<file path="src/rtl/img1bit_pkg.sv">
// ============================================================================
// Module : img1bit_pkg
// Brief  : Mode encoding, stage-select types and mode decode shared by the
//          1-bit morphology control logic.
// Rev    : 1.0  initial release
// ============================================================================
`default_nettype none

package img1bit_pkg;

  typedef logic [2:0] mode_t;

  localparam mode_t MODE_BYPASS = 3'd0;
  localparam mode_t MODE_ERODE  = 3'd1;
  localparam mode_t MODE_DILATE = 3'd2;
  localparam mode_t MODE_OPEN   = 3'd3;
  localparam mode_t MODE_CLOSE  = 3'd4;

  typedef struct packed {
    logic dilate;
    logic bypass;
  } stage_sel_t;

  typedef struct packed {
    stage_sel_t s1;
    stage_sel_t s2;
  } morph_sel_t;

  function automatic logic is_legal_mode(input mode_t m);
    return (m <= MODE_CLOSE);
  endfunction

  // Illegal codes fall back to full bypass; they never reach the commit path.
  function automatic morph_sel_t decode_mode(input mode_t m);
    morph_sel_t s;
    s.s1.dilate = 1'b0;
    s.s1.bypass = 1'b1;
    s.s2.dilate = 1'b0;
    s.s2.bypass = 1'b1;
    case (m)
      MODE_ERODE: begin
        s.s1.bypass = 1'b0;
      end
      MODE_DILATE: begin
        s.s1.dilate = 1'b1;
        s.s1.bypass = 1'b0;
      end
      MODE_OPEN: begin
        s.s1.bypass = 1'b0;
        s.s2.dilate = 1'b1;
        s.s2.bypass = 1'b0;
      end
      MODE_CLOSE: begin
        s.s1.dilate = 1'b1;
        s.s1.bypass = 1'b0;
        s.s2.bypass = 1'b0;
      end
      default: ;
    endcase
    return s;
  endfunction

endpackage

`default_nettype wire

</file>
<file path="src/rtl/img_sync_edge.sv">
// ============================================================================
// Module : img_sync_edge
// Brief  : Registers frame/line syncs and produces vsync-rise and href-fall
//          single-cycle pulses.
// Rev    : 1.0  initial release
// ============================================================================
`default_nettype none

module img_sync_edge (
  input  logic sys_clk,
  input  logic sys_rst,
  input  logic pre_vsync,
  input  logic pre_href,
  output logic vs_rise,
  output logic href_fall
);

  logic r_vsync_d;
  logic r_href_d;

  always_ff @(posedge sys_clk) begin
    if (sys_rst) begin
      r_vsync_d <= 1'b0;
      r_href_d  <= 1'b0;
    end else begin
      r_vsync_d <= pre_vsync;
      r_href_d  <= pre_href;
    end
  end

  assign vs_rise   = pre_vsync & ~r_vsync_d;
  assign href_fall = ~pre_href & r_href_d;

endmodule

`default_nettype wire

</file>
<file path="src/rtl/img1bit_morph_ctrl.sv">
// ============================================================================
// Module : img1bit_morph_ctrl
// Brief  : Frame-synchronous mode controller for the two-stage 1-bit
//          morphology chain; optional frame-geometry check via
//          MORPH_GEOM_CHECK_EN.
// Rev    : 1.0  initial release
// ============================================================================
`default_nettype none

module img1bit_morph_ctrl
  import img1bit_pkg::*;
#(
  parameter int         IMG_W    = 640,
  parameter int         IMG_H    = 480,
  parameter logic [2:0] RST_MODE = 3'd0
) (
  input  logic        sys_clk,
  input  logic        sys_rst,
  input  logic        pre_vsync,
  input  logic        pre_href,
  input  logic        wr_en,
  input  logic [2:0]  mode_req,
  input  logic        mode_req_valid,
  output logic        mode_req_ready,
  output logic        mode_err,
  output logic [2:0]  cur_mode,
  output logic        s1_dilate,
  output logic        s1_bypass,
  output logic        s2_dilate,
  output logic        s2_bypass,
  output logic [15:0] frame_cnt,
  output logic        geom_err
);

  localparam logic [0:0] c_st_sync   = 1'b0;
  localparam logic [0:0] c_st_active = 1'b1;
  localparam morph_sel_t c_rst_sel   = decode_mode(RST_MODE);

  logic [0:0] r_state;
  logic       r_pend_full;
  mode_t      r_pend_mode;
  logic       r_mode_err;
  mode_t      r_cur_mode;
  morph_sel_t r_sel;
  logic [15:0] r_frame_cnt;

  logic w_vs_rise;
  logic w_href_fall;
  logic w_accept;
  logic w_legal;

  img_sync_edge u_sync_edge (
    .sys_clk   (sys_clk),
    .sys_rst   (sys_rst),
    .pre_vsync (pre_vsync),
    .pre_href  (pre_href),
    .vs_rise   (w_vs_rise),
    .href_fall (w_href_fall)
  );

  assign w_accept = mode_req_valid & ~r_pend_full;
  assign w_legal  = is_legal_mode(mode_req);

  // The pending slot is only consulted at vs_rise, so a request accepted on
  // that same cycle waits for the following frame.
  always_ff @(posedge sys_clk) begin
    if (sys_rst) begin
      r_state     <= c_st_sync;
      r_pend_full <= 1'b0;
      r_pend_mode <= MODE_BYPASS;
      r_mode_err  <= 1'b0;
      r_cur_mode  <= RST_MODE;
      r_sel       <= c_rst_sel;
      r_frame_cnt <= 16'd0;
    end else begin
      r_mode_err <= w_accept & ~w_legal;

      if (w_vs_rise && r_pend_full) begin
        r_pend_full <= 1'b0;
        r_cur_mode  <= r_pend_mode;
        r_sel       <= decode_mode(r_pend_mode);
      end else if (w_accept && w_legal) begin
        r_pend_full <= 1'b1;
        r_pend_mode <= mode_req;
      end

      case (r_state)
        c_st_sync: begin
          if (w_vs_rise) r_state <= c_st_active;
        end
        c_st_active: begin
          if (w_vs_rise) r_frame_cnt <= r_frame_cnt + 16'd1;
        end
        default: r_state <= c_st_sync;
      endcase
    end
  end

`ifdef MORPH_GEOM_CHECK_EN
  logic [11:0] r_pix_cnt;
  logic [11:0] r_line_cnt;
  logic        r_width_bad;
  logic        r_geom_err;

  always_ff @(posedge sys_clk) begin
    if (sys_rst) begin
      r_pix_cnt   <= 12'd0;
      r_line_cnt  <= 12'd0;
      r_width_bad <= 1'b0;
      r_geom_err  <= 1'b0;
    end else begin
      r_geom_err <= 1'b0;
      if (w_vs_rise) begin
        // A frame entered from SYNC may be partial, so it is never judged.
        if (r_state == c_st_active)
          r_geom_err <= r_width_bad | (r_line_cnt != 12'(IMG_H));
        r_pix_cnt   <= 12'd0;
        r_line_cnt  <= 12'd0;
        r_width_bad <= 1'b0;
      end else if (w_href_fall) begin
        if (r_line_cnt != 12'hFFF) r_line_cnt <= r_line_cnt + 12'd1;
        if (r_pix_cnt != 12'(IMG_W)) r_width_bad <= 1'b1;
        r_pix_cnt <= 12'd0;
      end else if (wr_en && pre_href && (r_pix_cnt != 12'hFFF)) begin
        r_pix_cnt <= r_pix_cnt + 12'd1;
      end
    end
  end

  assign geom_err = r_geom_err;
`else
  logic w_unused_geom;
  assign w_unused_geom = ^{pre_href, wr_en, w_href_fall, 12'(IMG_W), 12'(IMG_H)};
  assign geom_err      = 1'b0;
`endif

  assign mode_req_ready = ~r_pend_full;
  assign mode_err       = r_mode_err;
  assign cur_mode       = r_cur_mode;
  assign s1_dilate      = r_sel.s1.dilate;
  assign s1_bypass      = r_sel.s1.bypass;
  assign s2_dilate      = r_sel.s2.dilate;
  assign s2_bypass      = r_sel.s2.bypass;
  assign frame_cnt      = r_frame_cnt;

endmodule

`default_nettype wire

</file>
<file path="config.mk">
export PLATFORM = sky130hd
export DESIGN_NAME = img1bit_morph_ctrl
export DESIGN_NICKNAME = d
export VERILOG_FILES = /design/src/rtl/img1bit_pkg.sv /design/src/rtl/img_sync_edge.sv /design/src/rtl/img1bit_morph_ctrl.sv
export SDC_FILE = /design/constraint.sdc
export NUM_CORES = 1
export LEC_CHECK = 0
export ABC_CLOCK_PERIOD_IN_PS = 3300
export BUFFER_PORTS_ARGS = -buffer_cell sky130_fd_sc_hd__buf_2
export CAP_MARGIN = 30
export CORE_ASPECT_RATIO = 0.5
export CORE_MARGIN = 1.5
export CORE_UTILIZATION = 30
export DETAILED_ROUTE_END_ITERATION = 6
export MAX_ROUTING_LAYER = met4
export SYNTH_ARGS = -nofsm -noshare
export SYNTH_HDL_FRONTEND = slang
export SYNTH_SLANG_ARGS = --single-unit
</file>
<file path="constraint.sdc">
create_clock -name sys_clk -period 3.3 [get_ports sys_clk]
set_input_delay 0.825 -clock sys_clk [delete_from_list [all_inputs] [get_ports sys_clk]]
set_output_delay 0.825 -clock sys_clk [all_outputs]
set_load 0.05 [all_outputs]
</file>
### Word-level counts from Yosys, hierarchy flattened

Cells that the tools add are included.

| storage, ports and cells | value |
|---|---|
| register bits after elaboration | 30 |
| input port bits | 9 |
| output and inout bits | 26 |
| logic and storage cells | 38 |

| cells by class | value |
|---|---|
| $add $sub $neg | 1 |
| $lt $le $gt $ge | 1 |
| eq/ne operators | 4 |
| multiplexer cells | 6 |
| bitwise logic cells | 7 |
| reductions and logical operators | 8 |

Operators by type and width:

| cell | count |
|---|---|
| 16-bit by 1-bit adder with 16-bit output (second input constant) | 1 |
| 3-bit by 2-bit == test with 1-bit output (second input constant) | 2 |
| 1-bit two-way mux | 6 |
| 2-bit OR reduction | 3 |
| 1-bit inverter | 4 |
| 2-bit AND reduction | 2 |
| 4-bit OR reduction | 1 |
| 1-bit bitwise AND | 3 |
| 3-bit by 1-bit == test with 1-bit output (second input constant) | 1 |
| 3-bit == test (second input constant) | 1 |
| 3-bit <= comparator (second input constant) | 1 |
| 1-bit logical AND | 2 |

### Logic depth before layout (Yosys ltp)

Gate-level depths: netlist (run 1).

| depth | value |
|---|---|
| depth in word-level cells | 5 |
| depth in mapped cells | 6 |
| gate-level depth less buffers | 5 |

### Hierarchy

Synthesis (run 1) repeated with hierarchy kept, for this count alone.

| unflattened totals | value |
|---|---|
| cells, all modules | 157 |
| area, all modules | 1310.0 sq um |

By module, submodules not included:

| module | instances | cells each | area each (sq um) | seq. area each (sq um) |
|---|---|---|---|---|
| img1bit_morph_ctrl | 1 | 151 | 1239.9 | 580.6 |
| img_sync_edge | 1 | 6 | 70.1 | 40.0 |

### Least setup slack after synthesis (run 1)

OpenSTA, ideal clock, no wires.

| timing path | value |
|---|---|
| path type | input port to flip-flop |
| from | input port pre_vsync |
| to | register r_frame_cnt[13], in the netlist frame_cnt[13] |
| library setup time | 71 ps |
| arrival time | 1956 ps |
| required time | 3229 ps |
| setup slack | 1273 ps |
| stages on the path | 4 |
| path buffers | 0 |
| path through | nand3b_4 > or4b_4 > or3_1 > a21oi_1 |

| on the way | value |
|---|---|
| cells in the longest elaborated chain, start to end | 2 |

RTL lines:

| element | RTL line | RTL |
|---|---|---|
| start, declared | img1bit_morph_ctrl.sv:19 | `input logic pre_vsync,` |
| 1-bit bitwise AND | img_sync_edge.sv:31 | `assign vs_rise = pre_vsync & ~r_vsync_d;` |
| 2-bit AND reduction (no line) | n/a |  |
| end signal, assigned | img1bit_morph_ctrl.sv:92 | `if (w_vs_rise) r_frame_cnt <= r_frame_cnt + 16'd1;` |
| end, declared | img1bit_morph_ctrl.sv:45 | `logic [15:0] r_frame_cnt;` |

Every way passes these cells.
A chain may end at the register's enable or synchronous reset.

### Final worst setup path (run 1)

Ends and elaborated chain as after synthesis.

==> results.md, run 1 <==
* Antenna diode count at 0
* Num CTS Buffers at 5
* Worst Max-Slew Pin Slew at 0.541 ns
* Crit path from: pre_vsync
* Rows at 16
* Clock sinks at 30
* Number of top-level pins at 35
* Synth area leader: dfxtp_1
* Type of the most critical hold path: reg -> reg
* DRT iter0 DRCs at 23
* Power Density at 459 mW/mm^2
* Post-route antenna net violation count at 0
* RSZ-0062 raised after global routing: false
* HP Start: s1_bypass
* Final hold viol count at 0
* Post-CTS Resized at 0
* R2R Path Start: frame_cnt[2]
* Register bit total from synthesis at 30
* Fmax at 0.506 GHz
* CP required at 3.51 ns
* Crit. End Element: register
* Setup CP Type: in -> reg
* Period utilization at 59.9%
* Clk Latency, worst-skew pair at 0.27 ns
* Worst slack, placed at 1.03 ns
* Syn Inst Count at roughly 150
* Setup TNS at 0 ns
* TritonCTS clock tree: yes
* Fill cells at 414
* Fin area at 0.00154 mm^2
* DRT Pass-1 Iters at 4
* Clk buf depth at 2
* Register area share after synthesis at 47.2%
* GRT Overall Usage at about an eighth
* Via/cell ratio at 4.71
* DRT Wirelength at between 2000 and 3000 um
* Normalized max-slew margin at 63.9%
* Die area at 0.00466 mm^2
* Lkg Pwr at 0.661 nW
* Syn Area/Cell at 8.71 um^2
* Synth unique cells at 29
* Setup Fix Bufs, Post-CTS at 0
* # H-tree levels at 2
* Placed cell areas at 0.00147 mm^2
* Number of global-route vias before repair at 1004
* Root Driver: clkbuf_8
* MaxCap Viol Count at 0
* Yosys top cell area share at 47.2%
* Final hold slack at roughly 0.47 ns
* Starting Density at 31.9%
* Crit path max fanout at 7
* Final setup fails at 0
* Vias at roughly 1100
* Post-route DRC at 0
* First-pass GRT wire length at 4390 um
* Input/output buffers at 31
* Syn Nets at 156
* Crit start category: input port
* Die X at 95.1 um
* Initial antenna violation count at 0
* Worst Skew at 0.00485 ns
* Core area at between 0.003 and 0.004 mm^2
* Minimum clock period at between 1.5 and 2 ns
* Avg WL per Cell at approximately 11 um
* Most frequent cells in the layout: 31 x buf_2, 30 x dfxtp_1, 22 x nor2_1, 13 x a21oi_1, 13 x nand2_1
* Mapped Area at around 0.0013 mm^2
* Final core utilization at roughly two fifths
* Most common cell after layout, fill and taps aside: buf_2
* Share of cells above drive strength 1 at 21.9%
* Outcome: finished, final reports clean
* Top post-synthesis cells by area: dfxtp_1 47%, nor2_1 6.5%, a21oi_1 5.1%, xnor2_1 4.1%, nand2_1 3.8%
* # hold bufs at CTS at 0
* Area Growth Syn to Fin at 21.5%
* Final GP Congestion at 0.739
* Data arrival, critical path at 2.18 ns
* Clock Pin Slew Worst Setup and Hold Paths at 0.06 ns
* DP Wirelength at ~1800 um
* Max VDD drop at 0.133 mV
* Die Ht at 49.0 um
* Nets at 188
* GRT overflow at 0
* Max-slew violations at 0
* Synth warn at 0
* Largest net degree at the start of global routing at 31
* Final Worst Setup Slack at 1.32 ns
## cells in the mapped netlist (all sizes together)
master / number
o21ai: 9
xor2: 5
nand3: 5
nor4: 1
nor3b: 2
and4: 2
a21oi: 13
or3: 5
inv: 2
and4b: 1
nand2b: 1
clkbuf: 5
nand4: 3
ha: 1
buf: 1
a211o: 1
nor3: 5
nor2: 22
nand2: 13
dfxtp: 30
xnor2: 6
nand3b: 3
nor2b: 2
mux2i: 4
conb: 1
and3: 2
or4b: 1
## cell type report
type | instances | area [um^2] | area share (%)
clock buffers | 7 | 76.3 | 4.94
well taps | 54 | 67.6 | 4.38
repair buffers | 31 | 155 | 10.0
multi-input cells | 108 | 637 | 41.2
flip-flops and latches | 30 | 601 | 38.9
inverters | 2 | 7.51 | 0.486
## logic make-up (layout without fill, tap and decap cells)
group / after synthesis / count (layout) / synth area share (%)
adder cells (fa/ha/maj): 1 / 1 / 0.984
AO/OA/AOI/OAI: 23 / 23 / 9.35
multiplexers: 4 / 4 / 3.15
AND/OR/NAND/NOR: 68 / 68 / 28.7
other: 1 / 1 / 0.295
XOR/XNOR: 11 / 11 / 7.58
buffers and inverters: 8 / 40 / 2.66
flip-flops: 30 / 30 / 47.2
## path summary, 6_finish.rpt
kind / end / slack [ns] / cells after the start
setup / recovery: frame_cnt[13] / 1.32 / 5
hold / removal: s1_bypass / 0.47 / 1
setup reg to reg: frame_cnt[13] / 1.52 / 4
hold reg to reg: s1_bypass / 0.47 / 1
## worst max-delay path: stages
cell and delay (ns):
buf_2 0.14, nand3b_4 0.13, or4b_4 0.59, or3_1 0.36, a21oi_1 0.13
## power breakdown
group	switching [W]	total, W	internal [W]
clock network	0.000125	0.000270	0.000145
logic	0.0000407	0.0000594	0.0000186
registers	0.00000953	0.000380	0.000371
total	0.000175	0.000709	0.000534
## layer usage
layer / share of wire, % / up-vias / global-route usage (%) / wire [um]
met5: 0 / - / - / 0
met4: 1.3 / 0 / 5.22 / 33
met3: 4.5 / 5 / 4.05 / 116
met2: 47 / 13 / 20.0 / 1210
met1: 47 / 513 / 14.1 / 1220
li1: - / 561 / - / -
## flip-flops by register name, summed over array words and instances (netlist names)
signal and flops:
cur_mode 3, s1_bypass 1, mode_err 1, r_pend_mode 3
frame_cnt 16, u_sync_edge.r_vsync_d 1, r_state 1, s2_bypass 1
r_pend_full 1, s2_dilate 1, s1_dilate 1
## stage by stage
step / instances / total power, W
finish: 232 / 0.000709
global route: 232 / 0.000743
CTS: 232 / 0.000721
detailed placement: 225 / 0.000448
global placement: 225 / 0.000447
floorplan: 146 / 0.000433
No activity file was read; power rests on OpenSTA's default activity.
==> run 2, diff against run 1 <==
--- a/config.mk
+++ b/config.mk
@@ -5,7 +5,8 @@
 export SDC_FILE = /design/constraint.sdc
 export NUM_CORES = 1
 export LEC_CHECK = 0
-export ABC_CLOCK_PERIOD_IN_PS = 3300
+export ABC_AREA = 1
+export ABC_CLOCK_PERIOD_IN_PS = 1900
 export BUFFER_PORTS_ARGS = -buffer_cell sky130_fd_sc_hd__buf_2
 export CAP_MARGIN = 30
 export CORE_ASPECT_RATIO = 0.5
==> constraint.sdc (replaced) <==
create_clock -name sys_clk -period 1.9 [get_ports sys_clk]
set_input_delay 0.475 -clock sys_clk [delete_from_list [all_inputs] [get_ports sys_clk]]
set_output_delay 0.475 -clock sys_clk [all_outputs]
set_load 0.05 [all_outputs]
==> run 2 against run 1 <==
Utilization up 1.5 points. Via count up 15%. Sequential power up 74%. First-iteration DRC count rose to 2.7 times the previous value. Register-to-register slack worse by 1.0 ns. Cell area up 7.0%. Sequential cell count unchanged. Total power up 87%. Non-clock buffer count unchanged. Clock skew down 0.00099 ns. Combinational power up 110%. Hold slack worse by 0.036 ns.
==> results.md, run 2 <==
* Outcome: finished, final reports clean
* Final setup fails at 0 (unchanged)
* Area Growth Syn to Fin at 22.3%
* Vias at 1256 (+15%)
* RSZ-0062 raised after global routing: false
* Avg WL per Cell at 10.2 um (-8.1%)
* Antenna diode count at 0 (unchanged)
* Initial antenna violation count at 0 (unchanged)
* Minimum clock period at 1.47 ns
* Syn Inst Count at 187 (+28%)
* Clk buf depth at 2 (unchanged)
* Num CTS Buffers at 5 (unchanged)
* Final GP Congestion at 0.823 (+11%)
* Post-route antenna net violation count at 0 (unchanged)
* Crit path max fanout at 6 (-1)
* Share of cells above drive strength 1 at 22.0% (+0.063 points)
* Via/cell ratio at 4.53 (-3.7%)
* Worst Hold Path Cells at 3 (+2)
* Syn Area/Cell at 7.22 um^2 (-17%)
* Input/output buffers at 31 (unchanged)
* Share of flip-flops with an asynchronous set or reset at 0% (unchanged)
* Starting Density at 32.9% (+0.99 points)
* Switch Pwr at 0.000354 W (+100%)
* Primary FF master, synth: dfxtp_1
* Setup TNS at 0 ns (unchanged)
* Power Density at 802 mW/mm^2 (+74%)
* Clock sinks at 30 (unchanged)
* Die Ht at 50.4 um (+2.9%)
* DRT Wirelength at 2830 um (+9.8%)
* Clock Pin Slew Worst Setup and Hold Paths at 0.07 ns (about the same)
* # hold bufs at CTS at 0 (unchanged)
* Crit path cell chain: buf_2
* Root Driver: clkbuf_8
* Largest net degree at the start of global routing at 17 (-45%)
* Crit path depth at 1 (-4)
* Crit start category: register
* Rows at 16 (unchanged)
* Period utilization at 77.6%
* Max-slew violations at 0 (unchanged)
* Most common cell after layout, fill and taps aside: nand2_1
* Worst Skew at 0.00386 ns (-0.000992 ns)
* CP Buf/Inv Count at 1 (unchanged)
* Post-route insts no fill at 277 (+19%)
* CP required at 1.42 ns (-2.09 ns)
* Register bit total from synthesis at 30 (unchanged)
* # H-tree levels at 2 (unchanged)
* CP max stage delay at 0.42 ns (-0.17 ns)
* Fmax at 0.678 GHz
* Post-synth EDFFs at 0 (unchanged)
* Syn Nets at 197 (+26%)
* Number of top-level pins at 35 (unchanged)
* First-pass GRT wire length at 4820 um (+9.9%)
* Max FFs per register at 16 (unchanged)
* Internal at 0.000970 W (+81%)
* Sw frac at 26.8% (+2.1 points)
* Crit. End Element: primary output
* Yosys top cell area share at 44.5% (-2.8 points)
* GRT Overall Usage at 13.0% (+0.66 points)
* Sequential group share of total power at 49.9% (-3.7 points)
* Slowest CP cell: dfxtp_1
* Die X at 97.9 um (+3.0%)
* Die area at 0.00494 mm^2 (+5.9%)
* Clk Latency, worst-skew pair at 0.28 ns (about the same)
* Post-CTS Resized at 0 (unchanged)
* Max VDD drop at 0.286 mV (+110%)
* Setup CP Type: reg -> out
* Most common cell in the synthesized netlist: nand2_1
* CP delay by family, top: flip-flops
* MaxCap Viol Count at 0 (unchanged)
* Setup Fix Bufs, Post-CTS at 0 (unchanged)
* Commonest cells post-synth: 37 x nand2_1, 30 x dfxtp_1, 27 x nor2_1, 24 x inv_1, 17 x a21oi_1
* Nets at 232 (+23%)
* GRT overflow at 0 (unchanged)
* DRT Pass-1 Iters at 4 (unchanged)
* Synth warn at 0 (unchanged)
* Type of the most critical hold path: in -> reg
* Top post-synthesis cells by area: dfxtp_1 44%, nand2_1 10%, nor2_1 7.5%, inv_1 6.7%, a21oi_1 6.3%
* TritonCTS clock tree: yes
* Clock power share at 40.9% (+2.9 points)
* Synth unique cells at 26 (-10%)
* R2R depth at 8 (+4)
* Final hold viol count at 0 (unchanged)
* DP Wirelength at 2130 um (+18%)
* Logic pwr share at 9.3% (+0.9 points)
* Post-route DRC at 0 (unchanged)
* Most frequent cells in the layout: 37 x nand2_1, 31 x buf_2, 30 x dfxtp_1, 27 x nor2_1, 24 x inv_1
* Mapped Area at 0.00135 mm^2 (+6.2%)
* Register area share after synthesis at 44.5% (-2.8 points)
* Data arrival, critical path at 1.00 ns (-1.18 ns)
* Number of global-route vias before repair at 1067 (+6.3%)
* Lkg Pwr at 0.714 nW (+8.0%)
* DRT iter0 DRCs at 63 (+170%)
* Placed instance count at 269 (+20%)
* Core area at 0.00410 mm^2 (+3.0%)
* Synth area leader: dfxtp_1
[run 2: cell types whose count changed after synthesis, sizes merged, moves of 5 or more]
| cell | before | now |
|---|---|---|
| inv | 2 | 25 |
| a21oi | 13 | 18 |
| nand2 | 13 | 39 |
| nor2 | 22 | 32 |
| nand3 | 5 | 12 |
| xnor2 | 6 | 1 |
| or3 | 5 | 0 |
[run 2: through the flow]
stage               setup slack [ns]  hold slack (ns)  instance area (um^2)  util [%]  power [W]
finish                         0.425            0.434                  1650      40.2    0.00132
global route                   0.279            0.432                  1650      40.2    0.00139
CTS                            0.407            0.434                  1650      40.2    0.00134
detailed placement             0.419            0.460                  1560      37.9   0.000798
global placement               0.440            0.455                  1560      37.9   0.000797
floorplan                      0.207            0.465                  1350         -   0.000768
[run 2: layout make-up]
class | count | area (um^2)
clock buffer | 6 | 82.6
clock inverter | 2 | 12.5
fill | 436 | 2450
inverter | 25 | 93.8
multi-input combinational | 129 | 639
sequential | 30 | 601
tap | 54 | 67.6
timing repair buffer | 31 | 155
[run 2: per-layer routing]
metal  vias up  wire, um  global-route usage [%]
met5         -         0                       -
met4         0        63                    7.14
met3         8       137                    4.18
met2        21      1180                    17.7
met1       557      1450                    17.1
li1        670         -                       -
[run 2: path summary, 6_finish.rpt]
| path | from | slack (ns) | to |
|---|---|---|---|
| max | frame_cnt[3] | 0.43 | frame_cnt[3] |
| max reg2reg | frame_cnt[0] | 0.48 | frame_cnt[8] |
| min reg2reg | cur_mode[1] | 0.47 | cur_mode[1] |
| min | mode_req[1] | 0.43 | r_pend_mode[1] |
[run 2: tightest hold or removal path: cells and delay by family]
kind	cells	cell delay [ns]
compound gates	1	0.10
buf+inv	2	0.11
[run 2: kinds of logic after synthesis]
group | after synthesis | share of synthesized area, %
fa+ha+maj | 1 | 0.927
simple gates | 91 | 31.2
buf+inv | 28 | 8.16
flops | 30 | 44.5
xor+xnor | 2 | 1.30
other cells | 1 | 0.278
compound gates | 34 | 13.6
[run 2: power groups by stage]
| stage | Combinational (W) | Sequential, W | Clock, W |
|---|---|---|---|
| after global routing | 0.000136 | 0.000663 | 0.000588 |
| after detailed placement | 0.000124 | 0.000674 | 0 |
| after global placement | 0.000123 | 0.000674 | 0 |
| final | 0.000123 | 0.000660 | 0.000541 |
| after CTS | 0.000124 | 0.000660 | 0.000556 |
| after floorplan | 0.0000644 | 0.000703 | 0 |
